`src/rtl/instruction_fetch_if.sv`:
```
// Bus bundle for the instruction_fetch stage.
// Groups the loader handshake, the instruction-memory port, the pipeline
// control inputs and the IF/ID register outputs.
//   master : the fetch stage itself (drives load_ready, imem_*, ifid_*,
//            fetch_fault, state_o)
//   slave  : the surroundings (loader, memory, hazard/branch logic)
interface instruction_fetch_if #(
  parameter int ADDR_WIDTH = 32,
  parameter int DATA_WIDTH = 8
);
  logic                  load_valid;
  logic [DATA_WIDTH-1:0] load_data;
  logic                  load_ready;
  logic                  load_done;
  logic                  imem_we;
  logic [DATA_WIDTH-1:0] imem_data;
  logic [ADDR_WIDTH-1:0] imem_addr;
  logic [31:0]           imem_q;
  logic                  stall;
  logic                  branch_taken;
  logic [ADDR_WIDTH-1:0] branch_target;
  logic                  ifid_valid;
  logic [31:0]           ifid_instr;
  logic [ADDR_WIDTH-1:0] ifid_pc;
  logic [ADDR_WIDTH-1:0] ifid_pc_plus4;
  logic                  fetch_fault;
  logic [1:0]            state_o;

  modport master (
    input  load_valid, load_data, load_done, imem_q,
           stall, branch_taken, branch_target,
    output load_ready, imem_we, imem_data, imem_addr,
           ifid_valid, ifid_instr, ifid_pc, ifid_pc_plus4,
           fetch_fault, state_o
  );

  modport slave (
    output load_valid, load_data, load_done, imem_q,
           stall, branch_taken, branch_target,
    input  load_ready, imem_we, imem_data, imem_addr,
           ifid_valid, ifid_instr, ifid_pc, ifid_pc_plus4,
           fetch_fault, state_o
  );
endinterface

```
`src/rtl/instruction_fetch.sv`:
```
// instruction_fetch: front-end stage owning the byte-addressed instruction
// memory port.
//   LOAD : streams loader bytes into memory (valid/ready), write pointer
//          drives imem_addr, imem_we is combinational.
//   RUN  : PC drives imem_addr, the big-endian word on imem_q is captured
//          into IF/ID each edge; handles stall and branch redirect.
//   HALT : entered on an illegal fetch address; left only through rst.
// Ports: clk, rst (async, active high), bus (instruction_fetch_if.master).
module instruction_fetch #(
  parameter int                    ADDR_WIDTH = 32,
  parameter int                    DATA_WIDTH = 8,
  parameter logic [ADDR_WIDTH-1:0] RESET_PC   = '0,
  parameter int                    PROG_BYTES = 91
) (
  input logic                 clk,
  input logic                 rst,
  instruction_fetch_if.master bus
);

  typedef enum logic [1:0] {
    ST_LOAD = 2'b00,
    ST_RUN  = 2'b01,
    ST_HALT = 2'b10
  } state_t;

  localparam logic [31:0]           NOP_INSTR    = 32'h0000_0013;
  localparam logic [ADDR_WIDTH-1:0] PROG_BYTES_A = ADDR_WIDTH'(PROG_BYTES);
  localparam logic [ADDR_WIDTH:0]   PROG_BYTES_W = (ADDR_WIDTH+1)'(PROG_BYTES);

  state_t                state_r;
  logic [ADDR_WIDTH-1:0] load_ptr_r;
  logic [ADDR_WIDTH-1:0] pc_r;
  logic                  fetch_fault_r;
  logic                  ifid_valid_r;
  logic [31:0]           ifid_instr_r;
  logic [ADDR_WIDTH-1:0] ifid_pc_r;
  logic [ADDR_WIDTH-1:0] ifid_pc_plus4_r;

  logic                  load_ready_s;
  logic                  accept_s;
  logic                  load_full_s;
  logic                  pc_legal_s;
  logic [ADDR_WIDTH-1:0] pc_plus4_s;

  // Loader handshake, load-complete detection and PC legality.
  always_comb begin
    load_ready_s = 1'b0;
    if (state_r == ST_LOAD) begin
      load_ready_s = (load_ptr_r < PROG_BYTES_A);
    end else begin
      load_ready_s = 1'b0;
    end
    accept_s = load_ready_s & bus.load_valid;
    // Memory is full either when this byte fills the last slot or when the
    // pointer already sits at the end (covers a zero-sized memory).
    if (accept_s) begin
      load_full_s = ((load_ptr_r + ADDR_WIDTH'(1)) == PROG_BYTES_A);
    end else begin
      load_full_s = (load_ptr_r >= PROG_BYTES_A);
    end
    pc_plus4_s = pc_r + ADDR_WIDTH'(4);
    // Compare one bit wider so that the last word check cannot overflow.
    pc_legal_s = (pc_r[1:0] == 2'b00) &&
                 (({1'b0, pc_r} + (ADDR_WIDTH+1)'(4)) <= PROG_BYTES_W);
  end

  // Memory port muxing: write pointer while loading, PC otherwise.
  always_comb begin
    bus.load_ready = load_ready_s;
    bus.imem_we    = accept_s;
    if (state_r == ST_LOAD) begin
      bus.imem_addr = load_ptr_r;
      bus.imem_data = bus.load_data;
    end else begin
      bus.imem_addr = pc_r;
      bus.imem_data = {DATA_WIDTH{1'b0}};
    end
  end

  // Stage state machine: loader pointer, PC, fault flag and IF/ID register.
  always_ff @(posedge clk or posedge rst) begin
    if (rst) begin
      state_r         <= ST_LOAD;
      load_ptr_r      <= '0;
      pc_r            <= RESET_PC;
      fetch_fault_r   <= 1'b0;
      ifid_valid_r    <= 1'b0;
      ifid_instr_r    <= NOP_INSTR;
      ifid_pc_r       <= '0;
      ifid_pc_plus4_r <= '0;
    end else begin
      case (state_r)
        ST_LOAD: begin
          if (accept_s) begin
            load_ptr_r <= load_ptr_r + ADDR_WIDTH'(1);
          end
          if (bus.load_done || load_full_s) begin
            state_r <= ST_RUN;
            pc_r    <= RESET_PC;
          end
        end
        ST_RUN: begin
          if (bus.branch_taken) begin
            // Redirect wins over stall; the slot becomes a bubble.
            pc_r         <= bus.branch_target;
            ifid_valid_r <= 1'b0;
            ifid_instr_r <= NOP_INSTR;
          end else if (!pc_legal_s) begin
            state_r       <= ST_HALT;
            fetch_fault_r <= 1'b1;
            ifid_valid_r  <= 1'b0;
          end else if (bus.stall) begin
            pc_r <= pc_r;
          end else begin
            ifid_instr_r    <= bus.imem_q;
            ifid_pc_r       <= pc_r;
            ifid_pc_plus4_r <= pc_plus4_s;
            ifid_valid_r    <= 1'b1;
            pc_r            <= pc_plus4_s;
          end
        end
        ST_HALT: begin
          ifid_valid_r  <= 1'b0;
          fetch_fault_r <= 1'b1;
        end
        default: begin
          // Corrupted state encoding is treated as a fault.
          state_r       <= ST_HALT;
          ifid_valid_r  <= 1'b0;
          fetch_fault_r <= 1'b1;
        end
      endcase
    end
  end

  assign bus.ifid_valid    = ifid_valid_r;
  assign bus.ifid_instr    = ifid_instr_r;
  assign bus.ifid_pc       = ifid_pc_r;
  assign bus.ifid_pc_plus4 = ifid_pc_plus4_r;
  assign bus.fetch_fault   = fetch_fault_r;
  assign bus.state_o       = state_r;

endmodule

```
`src/flat_wrapper.sv`:
```
// flat-port wrapper written by rule: the top's interface ports become plain ports
module instruction_fetch_flat 
#(
  parameter int                    ADDR_WIDTH = 32,
  parameter int                    DATA_WIDTH = 8,
  parameter logic [ADDR_WIDTH-1:0] RESET_PC   = '0,
  parameter int                    PROG_BYTES = 91
)
  (clk, rst, bus_load_valid, bus_load_data, bus_load_done, bus_imem_q, bus_stall, bus_branch_taken, bus_branch_target, bus_load_ready, bus_imem_we, bus_imem_data, bus_imem_addr, bus_ifid_valid, bus_ifid_instr, bus_ifid_pc, bus_ifid_pc_plus4, bus_fetch_fault, bus_state_o);
  instruction_fetch_if #(.ADDR_WIDTH(ADDR_WIDTH), .DATA_WIDTH(DATA_WIDTH)) bus_i ();
  input logic clk;
  input logic rst;
  input wire logic [$bits(bus_i.load_valid)-1:0] bus_load_valid;
  input wire logic [$bits(bus_i.load_data)-1:0] bus_load_data;
  input wire logic [$bits(bus_i.load_done)-1:0] bus_load_done;
  input wire logic [$bits(bus_i.imem_q)-1:0] bus_imem_q;
  input wire logic [$bits(bus_i.stall)-1:0] bus_stall;
  input wire logic [$bits(bus_i.branch_taken)-1:0] bus_branch_taken;
  input wire logic [$bits(bus_i.branch_target)-1:0] bus_branch_target;
  output wire logic [$bits(bus_i.load_ready)-1:0] bus_load_ready;
  output wire logic [$bits(bus_i.imem_we)-1:0] bus_imem_we;
  output wire logic [$bits(bus_i.imem_data)-1:0] bus_imem_data;
  output wire logic [$bits(bus_i.imem_addr)-1:0] bus_imem_addr;
  output wire logic [$bits(bus_i.ifid_valid)-1:0] bus_ifid_valid;
  output wire logic [$bits(bus_i.ifid_instr)-1:0] bus_ifid_instr;
  output wire logic [$bits(bus_i.ifid_pc)-1:0] bus_ifid_pc;
  output wire logic [$bits(bus_i.ifid_pc_plus4)-1:0] bus_ifid_pc_plus4;
  output wire logic [$bits(bus_i.fetch_fault)-1:0] bus_fetch_fault;
  output wire logic [$bits(bus_i.state_o)-1:0] bus_state_o;
  assign bus_i.load_valid = bus_load_valid;
  assign bus_i.load_data = bus_load_data;
  assign bus_i.load_done = bus_load_done;
  assign bus_i.imem_q = bus_imem_q;
  assign bus_i.stall = bus_stall;
  assign bus_i.branch_taken = bus_branch_taken;
  assign bus_i.branch_target = bus_branch_target;
  assign bus_load_ready = bus_i.load_ready;
  assign bus_imem_we = bus_i.imem_we;
  assign bus_imem_data = bus_i.imem_data;
  assign bus_imem_addr = bus_i.imem_addr;
  assign bus_ifid_valid = bus_i.ifid_valid;
  assign bus_ifid_instr = bus_i.ifid_instr;
  assign bus_ifid_pc = bus_i.ifid_pc;
  assign bus_ifid_pc_plus4 = bus_i.ifid_pc_plus4;
  assign bus_fetch_fault = bus_i.fetch_fault;
  assign bus_state_o = bus_i.state_o;
  instruction_fetch #(.ADDR_WIDTH(ADDR_WIDTH), .DATA_WIDTH(DATA_WIDTH), .RESET_PC(RESET_PC), .PROG_BYTES(PROG_BYTES)) u_core (.clk(clk), .rst(rst), .bus(bus_i));
endmodule
```
`config.mk`:
```
export PLATFORM = sky130hd
export DESIGN_NAME = instruction_fetch_flat
export DESIGN_NICKNAME = d
export VERILOG_FILES = /design/src/rtl/instruction_fetch_if.sv /design/src/rtl/instruction_fetch.sv /design/src/flat_wrapper.sv
export SDC_FILE = /design/constraint.sdc
export NUM_CORES = 1
export LEC_CHECK = 0
export ABC_AREA = 1
export CAP_MARGIN = 0
export CORE_ASPECT_RATIO = 0.9
export CORE_MARGIN = 2
export CORE_UTILIZATION = 50
export DETAILED_ROUTE_END_ITERATION = 7
export PLACE_DENSITY = 0.82
export RECOVER_POWER = 25
export SYNTH_ARGS = -nofsm -noshare
export SYNTH_HDL_FRONTEND = slang
export SYNTH_SLANG_ARGS = --single-unit
export TNS_END_PERCENT = 20
```
`constraint.sdc`:
```
create_clock -name clk -period 7.7 [get_ports clk]
set_input_delay 1.54 -clock clk [delete_from_list [all_inputs] [get_ports clk]]
set_output_delay 1.54 -clock clk [all_outputs]
set_load 0.01 [all_outputs]
```
==> impl_metrics.toml <==
[sta]
fin_skew_ps = 14.4
period_share = 0.651
finalWorstPathRequiredPeriod_ps = 5010
rsz0062_at_grt = "no"
worst_slack_ps = 2690
hold_ws_ps = 427
slew_headroom = -1.78
setup_violations = 0
finalHoldViolCount = 0
clock.fmax_mhz = 199
slew_violations = 98
tns_ps = 0
worst_pin_slew_ps = 4150

[synthesis]
synthesis.nets = 1278
synth_ff_type = "dfrtp_1"
syn_area_per_cell_um2 = 7.11
yosysTopAreaCellShare = 0.468
synth_area_mm2 = 0.00850
synth_edf_count = 0
synth_cell_types = 34
netlist_instances = 1196
yosysSeqAreaShare = 0.477
yosys.area.top_type = "dfrtp_1"
ys_ff_latch = 162
synth_most_common_cell = "nand2_1"
ys_warn_count = 0
synth_commonest_cells = "nand2_1 (456), inv_1 (173), dfrtp_1 (159)"
async_flop_share = 1.00
ys_top_cells_by_area = "dfrtp_1 (47%), nand2_1 (20%), inv_1 (7.6%)"

[grt]
grt_pass1_vias = 7335
antenna_found_initial = 0
grt_overflow = 0
track_usage = 0.257
grt_pass1_wl_um = 36900
grt_max_degree = 98

[routing]
wire_per_inst_um = 14.4
vias_per_cell = 4.96
wirelength_um = 23000
ant_nets = 0
drc = 0
dr.pass1.iters = 6
initialDrtViolationCount = 730
via_count = 7929

[worst_setup_path]
critical_path_arrival_ps = 5460
worst-path-max-fanout = 97
critical_path.cell_chain = "dlygate4sd3_1 -> clkinvlp_2 -> buf_4"
crit_required_ps = 8150
regToRegSetupSlack_ps = 3980
critPathBufInv = 3
cp_slowest_stage_delay_ps = 2330
slowest_stage = "clkinvlp_2"
cpLargestDelayFamily = "buffers and inverters"
worstSetupStartpointType = "input port"
critical_path_class = "in2async"
endpoint_kind = "asynchronous set/reset pin"

[final_layout]
fin_cells = 1598
antenna_cells = 0
nets = 1456
layout-drive-gt1-share = 0.0519
final_cell_area_mm2 = 0.0113
fin_util = 0.673
area_growth_pct = 32.9

[pwr]
max-vdd-ir-drop_v = 0.000237
switching_share = 0.274
pwr-share-seq = 0.461
p_switching_mw = 0.532
combPwrFrac = 0.094
power_mw = 1.94
p_per_area_mw_per_mm2 = 172
p_clk_frac = 0.445
leakagePower_nw = 5.72
p_int_mw = 1.41

[clocking]
cts_buffers = 17
clk_path_buf_depth = 2
clk_pin_slew_ps = 70
cts_setup_buffers = 0
cts.sinks = 162
cts_hold_buf = 0
htreeDepth = 4
cts_root_buf = "clkbuf_16"
ctsResizeCount = 0
cts_tree = "done"
insertion_delay_ps = 430

[status]
failed_checks = "capacitance limit, slew limit"
status = "finished, violations left"

[place]
gp_congestion = 0.948
pre_cts_ws_ps = 3180
post_dp_cell_area_mm2 = 0.0107
place_inst = 1566
io_buffers = 219
place_hpwl_um = 17000

[die]
coreArea_mm2 = 0.0168
fp.dieH_um = 128
die_width_um = 141
die_area_mm2 = 0.0181
initial_core_util = 0.507
rows = 45
io_pins = 220

[run]
maxCapViolCount = 1

[worst_hold_path]
hp-class = "reg2reg"
==> layer usage <==
metal,wire length (um),global-route usage
met1,10100,0.359
met2,10700,0.412
met3,1730,0.0478
met4,483,0.0806
met5,0,0
==> cells in the final DEF, fill, tap and decap left out, types with 3 or more instances in the layout <==
cell	synthesis	final
a21oi_1	3	3
buf_4	6	4
clkbuf_16	0	17
clkdlybuf4s50_1	0	218
clkinv_8	0	7
dfrtp_1	159	159
dfstp_2	3	3
ha_1	4	4
inv_1	173	172
inv_2	4	4
nand2_1	456	456
nand2_2	4	4
nand3_1	66	65
nand3_2	2	3
nand3b_1	10	10
nand4_1	20	20
nor2_1	128	127
nor2_2	7	8
nor2_4	6	6
nor3_1	9	9
o21ai_0	53	53
o21ai_1	5	5
or2_2	3	3
xor2_1	7	7
==> registers in the layout (all words and copies together) (netlist names) <==
name,count
u_core.load_ptr_r,32
u_core.pc_r,32
u_core.bus.fetch_fault,1
u_core.bus.ifid_pc,30
u_core.bus.ifid_valid,1
u_core.bus.ifid_instr,32
u_core.bus.ifid_pc_plus4,32
u_core.bus.state_o,2
==> area by class of cell <==
class,instances,area (um^2)
Clock inverter,15,204
Inverter,178,669
Sequential cell,162,4060
Fill cell,1423,5480
Tap cell,211,264
Timing Repair Buffer,223,2220
Multi-Input combinational cell,792,3460
Clock buffer,17,425
==> kinds of logic after synthesis <==
family | share of synthesized area
AOI/OAI and AO/OA | 0.0378
DFF | 0.477
and+or+nand+nor | 0.354
adders and majority gates | 0.00589
xor gates and xnor gates | 0.00824
buffers and inverters | 0.117
==> worst paths after layout <==
path,end,cells past startpoint,from
max reg2reg,u_core.pc_r[21],11,u_core.bus.state_o[1]
max,u_core.pc_r[30],3,rst
min in group asynchronous,u_core.bus.ifid_pc_plus4[0],2,rst
min reg2reg,u_core.load_ptr_r[30],0,u_core.load_ptr_r[30]
max in group clk,bus_imem_we,7,u_core.bus.state_o[1]
min,u_core.load_ptr_r[30],0,u_core.load_ptr_r[30]
==> power by group through the flow <==
stage,Sequential [mW],Combinational (mW),Clock [mW]
6_report,0.894,0.183,0.863
5_1_grt,0.897,0.203,0.914
4_1_cts,0.893,0.185,0.878
3_5_place_dp,0.909,0.184,0
3_3_place_gp,0.909,0.181,0
2_1_floorplan,0.906,0.0818,0
Note: power is estimated with default switching activity, not from simulation.
